===== config.mk =====
export PLATFORM = sky130hd
export DESIGN_NAME = nexys2_flash_cmd_sequencer
export DESIGN_NICKNAME = d
export VERILOG_FILES = /design/src/rtl/nexys2_flash_cmd_sequencer.sv
export SDC_FILE = /design/constraint.sdc
export NUM_CORES = 1
export LEC_CHECK = 0
export BUFFER_PORTS_ARGS = -buffer_cell sky130_fd_sc_hd__buf_4
export CAP_MARGIN = 20
export CORE_MARGIN = 4
export CORE_UTILIZATION = 40
export DETAILED_ROUTE_END_ITERATION = 10
export PLACE_DENSITY = 0.67
export SYNTH_ARGS = -nofsm -noshare
export SYNTH_HDL_FRONTEND = slang
export SYNTH_SLANG_ARGS = --single-unit

===== constraint.sdc =====
create_clock -name clk -period 1.8 [get_ports clk]
set_clock_uncertainty 0.1 [all_clocks]
set_input_delay 0.27 -clock clk [delete_from_list [all_inputs] [get_ports clk]]
set_output_delay 0.27 -clock clk [all_outputs]
set_load 0.01 [all_outputs]

===== src/rtl/nexys2_flash_cmd_sequencer.sv =====
// Turns one host flash command into Intel-style bus accesses on the memory controller's p1 port.
// Optional build macro FLASH_UNLOCK_EN prepends a block-unlock pair to PROGRAM and ERASE.
module nexys2_flash_cmd_sequencer #(
    parameter int                POLL_W     = 24,
    parameter logic [POLL_W-1:0] POLL_LIMIT = 24'hFF_FFFF
) (
    input  logic        clk,
    input  logic        rst,
    input  logic [1:0]  cmd,
    input  logic        cmd_valid,
    input  logic [22:0] cmd_addr,
    input  logic [15:0] cmd_wdata,
    output logic        busy,
    output logic        done,
    output logic [15:0] rdata,
    output logic [7:0]  status,
    output logic        err_flash,
    output logic        err_timeout,
    output logic [22:0] mem_address,
    output logic [15:0] mem_to_mem,
    output logic        mem_req,
    output logic        mem_wren,
    input  logic [15:0] mem_from_mem,
    input  logic        mem_ready
);
    localparam logic [1:0] C_READ = 2'd0, C_PROG = 2'd1, C_ERASE = 2'd2;

    typedef enum logic [2:0] {S_IDLE, S_ISSUE, S_WAIT, S_NEXT, S_DONE} state_t;
    typedef enum logic [3:0] {K_READ, K_UNLK1, K_UNLK2, K_CMD1, K_CMD2,
                              K_POLLW, K_POLLR, K_CLR, K_RST} step_t;

    state_t            state_q, state_d;
    step_t             step_q, step_d, first_step;
    logic [1:0]        cmd_q, cmd_d;
    logic [22:0]       addr_q, addr_d;
    logic [15:0]       wdata_q, wdata_d, rdata_q, rdata_d;
    logic [7:0]        status_q, status_d;
    logic              err_flash_q, err_flash_d, err_timeout_q, err_timeout_d;
    logic [POLL_W-1:0] cnt_q, cnt_d;

    always_ff @(posedge clk) begin
        if (rst) begin
            state_q       <= S_IDLE;
            step_q        <= K_READ;
            cmd_q         <= 2'd0;
            addr_q        <= 23'd0;
            wdata_q       <= 16'd0;
            rdata_q       <= 16'd0;
            status_q      <= 8'd0;
            err_flash_q   <= 1'b0;
            err_timeout_q <= 1'b0;
            cnt_q         <= '0;
        end else begin
            state_q       <= state_d;
            step_q        <= step_d;
            cmd_q         <= cmd_d;
            addr_q        <= addr_d;
            wdata_q       <= wdata_d;
            rdata_q       <= rdata_d;
            status_q      <= status_d;
            err_flash_q   <= err_flash_d;
            err_timeout_q <= err_timeout_d;
            cnt_q         <= cnt_d;
        end
    end

    always_comb begin
        first_step = (cmd == C_READ) ? K_READ : K_CMD1;
`ifdef FLASH_UNLOCK_EN
        if (cmd == C_PROG || cmd == C_ERASE) first_step = K_UNLK1;
`endif
    end

    always_comb begin
        state_d       = state_q;
        step_d        = step_q;
        cmd_d         = cmd_q;
        addr_d        = addr_q;
        wdata_d       = wdata_q;
        rdata_d       = rdata_q;
        status_d      = status_q;
        err_flash_d   = err_flash_q;
        err_timeout_d = err_timeout_q;
        cnt_d         = cnt_q;
        case (state_q)
            S_IDLE: if (cmd_valid) begin
                cmd_d         = cmd;
                addr_d        = cmd_addr;
                wdata_d       = cmd_wdata;
                err_flash_d   = 1'b0;
                err_timeout_d = 1'b0;
                cnt_d         = '0;
                step_d        = first_step;
                state_d       = S_ISSUE;
            end
            S_ISSUE: state_d = S_WAIT;
            S_WAIT: if (mem_ready) begin
                if (step_q == K_READ) rdata_d = mem_from_mem;
                if (step_q == K_POLLR) begin
                    status_d = mem_from_mem[7:0];
                    cnt_d    = cnt_q + POLL_W'(1);
                    if (mem_from_mem[7])
                        err_flash_d = mem_from_mem[5] | mem_from_mem[4] |
                                      mem_from_mem[3] | mem_from_mem[1];
                end
                state_d = S_NEXT;
            end
            S_NEXT: begin
                state_d = S_ISSUE;
                case (step_q)
                    K_UNLK1: step_d = K_UNLK2;
                    K_UNLK2: step_d = K_CMD1;
                    K_CMD1:  step_d = (cmd_q == C_PROG || cmd_q == C_ERASE) ? K_CMD2 : K_RST;
                    K_CMD2:  step_d = K_POLLW;
                    K_POLLW: step_d = K_POLLR;
                    K_POLLR: begin
                        // A failed operation leaves error bits latched in SR; clear them before read-array.
                        if (status_q[7]) step_d = err_flash_q ? K_CLR : K_RST;
                        else if (cnt_q == POLL_LIMIT) begin
                            err_timeout_d = 1'b1;
                            step_d        = K_RST;
                        end else step_d = K_POLLR;
                    end
                    K_CLR:   step_d = K_RST;
                    default: state_d = S_DONE;
                endcase
            end
            default: state_d = S_IDLE;
        endcase
    end

    always_comb begin
        busy        = (state_q != S_IDLE) && (state_q != S_DONE);
        done        = (state_q == S_DONE);
        mem_req     = (state_q == S_ISSUE);
        mem_wren    = 1'b0;
        mem_to_mem  = 16'h0000;
        if (state_q == S_ISSUE || state_q == S_WAIT || state_q == S_NEXT) begin
            mem_wren = (step_q != K_READ) && (step_q != K_POLLR);
            case (step_q)
                K_UNLK1: mem_to_mem = 16'h0060;
                K_UNLK2: mem_to_mem = 16'h00D0;
                K_CMD1:  mem_to_mem = (cmd_q == C_PROG)  ? 16'h0040 :
                                      (cmd_q == C_ERASE) ? 16'h0020 : 16'h0050;
                K_CMD2:  mem_to_mem = (cmd_q == C_PROG) ? wdata_q : 16'h00D0;
                K_POLLW: mem_to_mem = 16'h0070;
                K_CLR:   mem_to_mem = 16'h0050;
                K_RST:   mem_to_mem = 16'h00FF;
                default: mem_to_mem = 16'h0000;
            endcase
        end
    end

    assign mem_address = addr_q;
    assign rdata       = rdata_q;
    assign status      = status_q;
    assign err_flash   = err_flash_q;
    assign err_timeout = err_timeout_q;
endmodule

Word-level counts from Yosys, hierarchy flattened --
Cells that the tools add are included. W data, S select, Z words.
Storage, ports and cells: ROM bits 0, output and inout port bits 69, memories kept 0, input port bits 61, RAM bits 0, bits in latches 0, flip-flop bits (word level) 98, word-level logic and storage cells 91
Operators by class: $lt $le $gt $ge 0, reductions and logical operators 21, mux-type cells 31, add/sub/neg operators 1, $mul 0, eq/ne operators 25, bitwise gates (word level) 3, shift operators 0, div/mod/pow operators 0
Operator list (number):
- $pmux W16 S7 | 1
- $mux W24 | 3
- $pmux W24 S2 | 1
- $mux W16 | 2
- $pmux W4 S7 | 1
- $add A24 B1 Y24 const B | 1
- $eq A24 B24 Y1 const B | 1
- $mux W4 | 5
- $eq A4 B3 Y1 const B | 4
- $mux W7 | 2
- $ne A2 B2 Y1 const B | 7
- $pmux W3 S4 | 1
- $reduce_and A5 Y1 | 2
- $mux W3 | 3
- $reduce_and A3 Y1 | 3
- $eq A4 B2 Y1 const B | 2
- $mux W1 | 8
- $ne A8 B2 Y1 const B | 1
- $pmux W4 S2 | 1
- $reduce_or A7 Y1 | 1
- $eq A3 B2 Y1 const B | 2
- $eq A4 B1 Y1 const B | 1
- $eq A4 B4 Y1 const B | 1
- $logic_not A4 Y1 | 1
- other kinds (18) | 26

Depth between registers and ports, before layout --
depth after elaboration 7, mapped depth 7, mapped depth without buffers 7

Worst setup path before layout --
No wires, ideal clock.
kind reg2reg, start point register cnt_q[12], end point register step_q[1], setup time 0.127 ns, cell stages (with the launch flop) 6, clock period less this slack 1.884 ns, data required time 1.573 ns, arrival time 1.657 ns, path buffers 0, path slack -0.084 ns, cells stage by stage dfxtp_1 nand4_2 or4_4 o41a_1 a31oi_1 nor4_1
Between the ends: longest elaborated chain between the ends 5
RTL lines:
- from (decl) | line 39 | logic [POLL_W-1:0] cnt_q, cnt_d;
- from (signal assigned) | line 63 | cnt_q <= cnt_d;
- $eq A24 B24 Y1 | line 119 | else if (cnt_q == POLL_LIMIT) begin
- $mux W4 | line 119
- $mux W4 | line 118 | if (status_q[7]) step_d = err_flash_q ? K_CLR : K_RST;
- $pmux W4 S7 | line 110 | case (step_q)
- $pmux W4 S2 | line 85 | case (state_q)
- to (signal assigned) | line 55 | step_q <= step_d;
- to (decl) | line 33 | step_t step_q, step_d, first_step;
Every way passes these cells. A chain may end at the register's enable or synchronous reset.

Worst setup path in the final report --
start point register step_q[0], end point output mem_to_mem[4]
Between the ends: longest elaborated chain between the ends 3, elaborated cells on any way between the ends 9, those cells by class eq/ne: 7; mux: 2
RTL lines:
- $eq A4 B4 Y1 (tied with other cells) | line 140 | case (step_q)
- $pmux W16 S7 * | line 140
- $mux W16 * | line 138 | if (state_q == S_ISSUE || state_q == S_WAIT || state_q == S_NEXT) begin
- to (decl) | line 20 | output logic [15:0] mem_to_mem,
Every way passes the cells marked *; elsewhere a longest branch is shown, timed or not.

==> out/qor.yml <==
dp.cells: 807
slew_headroom: 0.615
drive_gt1_frac: 0.419
tns_ns: -5.68
crit_fanout: 7
synth_nets: 591
drtAntennaViolNets: 0
setup_viol: 40
netlist_instances: 526
first_global_vias: 4261
hold_path.class: "primary input to register"
post-route-period-util: 1.16
yosysSeqAreaShare: 0.449
layout_common_cells: "buf_4, nand2_1, dfxtp_1"
port_buffers: 129
grt_max_degree: 33
cts_hold_buf: 0
synth_compound_area_frac: 0.114
clockBufferDepth: 2
cts_made_buffers: 9
whs_path_depth: 3
critPathCaptureType: "output pin"
violations: "negative setup slack"
instances_no_fill: 842
post-route-min-period_ns: 2.10
n_antenna_cell: 0
cpMaxStageDelayCell: "dfxtp_2"
wirelength_mm: 12.7
synthArstFlopShare: 0
num_vias: 4369
synth_edf_count: 0
hold_viol: 0
final_max_slew_viol_count: 0
antenna_found_initial: 0
synth_top_family_by_area: "simple AND/OR/NAND/NOR gates"
vias_per_cell: 5.19
fp.dieArea_um2: 12700
p_per_area_nw_per_um2: 725
syn_to_final_growth_pct: 49.8
rsz0062_at_grt: "yes"
synth_flop_cell: "dfxtp_1"
clk_pin_slew_ns: 0.11
start_kind: "register"
final_nets: 766
h-tree-depth: 3
status: "complete, but fails checks"
required_ns: 1.43
register_area_um2: 1990
drt_iter0_drc: 223
drc: 0
die_width_um: 113
grt_first_pass_wirelength_mm: 19.2
initial_core_util: 0.416
crit_arrival_ns: 1.73
yosys-top-cells-area: "dfxtp_1, nand2_1, a21oi_1, mux2i_1, nor2_1"
synth_warnings: 0
die_h_um: 113
gp_congestion: 0.884
muxShareOfSynthArea: 0.0644
setup_slack_ns: -0.297
synth_top_area_share: 0.449
worstSetupPathType: "register to output pin"
dp_hpwl_mm: 8.41
worst_pin_slew_ns: 0.578
grt-ovfl-total: 0
wire_per_inst_um: 15.1
ir_drop_mv: 0.448
io_pins: 130
root_buffer: "clkbuf_8"
finalPower_mw: 4.75
n_fill_cell: 872
synthAdderAreaFrac: 0.0114
multi_input_area_um2: 2570
slowest_delay_ns: 0.35
layout.cells.most_common: "buf_4"
synth_area_per_cell_um2: 8.32
path_cells: "buf_4 > inv_1 > and3_1 > a211o_1 > a21oi_2 > nor2_1 > buf_4"
yosysTopAreaCell: "dfxtp_1"
fmax_mhz: 477
grt.total_usage: 0.179
synth-simple-area-share: 0.271
maxCapViolations: 0
drt-pass1-iter-count: 5
clock-sinks: 98
dpl_cell_area_um2: 5780
synth_xor_area_frac: 0.0441
rows: 37
final_cell_area_um2: 6550
syn_area_um2: 4370
ff2ff_path_depth: 9
clk_latency_ns: 0.37
cpMostUsedCell: "buf_4"
postSynthRegisterBits: 98
ys_types: 55
cts_tree: "done"
core_area_um2: 10500
leakage_nw: 2.90
[where the power goes]
| group | internal, mW | switching [mW] | leakage (nW) | total [mW] |
|---|---|---|---|---|
| clock | 0.528 | 0.837 | 0.0925 | 1.36 |
| sequential | 2.27 | 0.0710 | 0.806 | 2.34 |
| combinational | 0.518 | 0.526 | 2.00 | 1.04 |
| total | 3.32 | 1.43 | 2.90 | 4.75 |
[final cells by class]
type                    count  share of cell area
multi-input cells         383               0.392
flip-flops and latches     98               0.304
repair buffers            198               0.244
well taps                 136              0.0260
clock buffers               9              0.0189
clock inverters             7             0.00897
inverters                  11             0.00630
[path summary, 6_finish.rpt]
| path | slack (ns) | start | end |
|---|---|---|---|
| worst max-delay path | -0.30 | step_q[0] | mem_to_mem[4] |
| worst min-delay path | 0.02 | mem_from_mem[15] | rdata[15] |
| worst max register to register | -0.13 | step_q[0] | cnt_q[7] |
| worst min register to register | 0.36 | wdata_q[10] | wdata_q[10] |
[sequential cells by signal (all words and copies together) (netlist names)]
| name | flops |
|---|---|
| mem_address | 23 |
| cnt_q | 24 |
| status | 8 |
| err_timeout | 1 |
| state_q | 3 |
| wdata_q | 16 |
| step_q | 4 |
| err_flash | 1 |
| cmd_q | 2 |
| rdata | 16 |
[cell usage after synthesis (all sizes together) (3+ instances only)]
master and instances:
dfxtp 98, nand2 95, nor2 63, a21oi 59, mux2i 27, clkbuf 20
buf 14, nor3 14, and2 12, inv 11, xnor2 11, xor2 11
nor4 9, o21ai 9, nand3 8, and3 7, nand4 7, nor2b 6
a31oi 4, ha 4, nand2b 4, and4 3, nor3b 3, or3 3
[metrics by stage]
step	hold WS [ns]	setup WS [ns]	utilization
4_1_cts	0.0140	-0.246	0.589
5_1_grt	0.0210	-0.351	0.624
2_1_floorplan	0.280	0.00104	-
3_5_place_dp	0.344	-0.0624	0.550
3_3_place_gp	0.337	-0.0376	0.550
6_report	0.0237	-0.297	0.624
[worst max-delay path, delay by kind of cell (launching register included)]
family / cells / cell delay, ns
AOI/OAI and AO/OA: 2 / 0.39
DFF: 1 / 0.35
buffers and inverters: 3 / 0.42
and+or+nand+nor: 2 / 0.22
[routing by layer]
layer	up-vias	routed length [um]	part of all wire	GRT usage
li1	2125	-	-	-
met1	2068	5420	0.43	0.225
met2	154	6090	0.48	0.297
met3	22	962	0.076	0.0518
met4	0	232	0.018	0.0545
met5	-	0	0	0
[what timing repair did]
action	in CTS	in global routing
endpoints found under the setup margin	21	58
resized for setup	45	59
pin swaps	11	15
hold endpoints to repair	0	0
gates cloned	0	1
setup buffers	11	8
[kinds of logic (layout without fill, tap and decap cells)]
| kind of cell | after synthesis | count (layout) |
|---|---|---|
| fa+ha+maj | 4 | 4 |
| xor+xnor | 22 | 22 |
| mux | 28 | 28 |
| flops | 98 | 98 |
| simple gates | 245 | 245 |
| compound gates | 84 | 84 |
| buf+inv | 45 | 225 |
(Power assumes the default switching activity.)
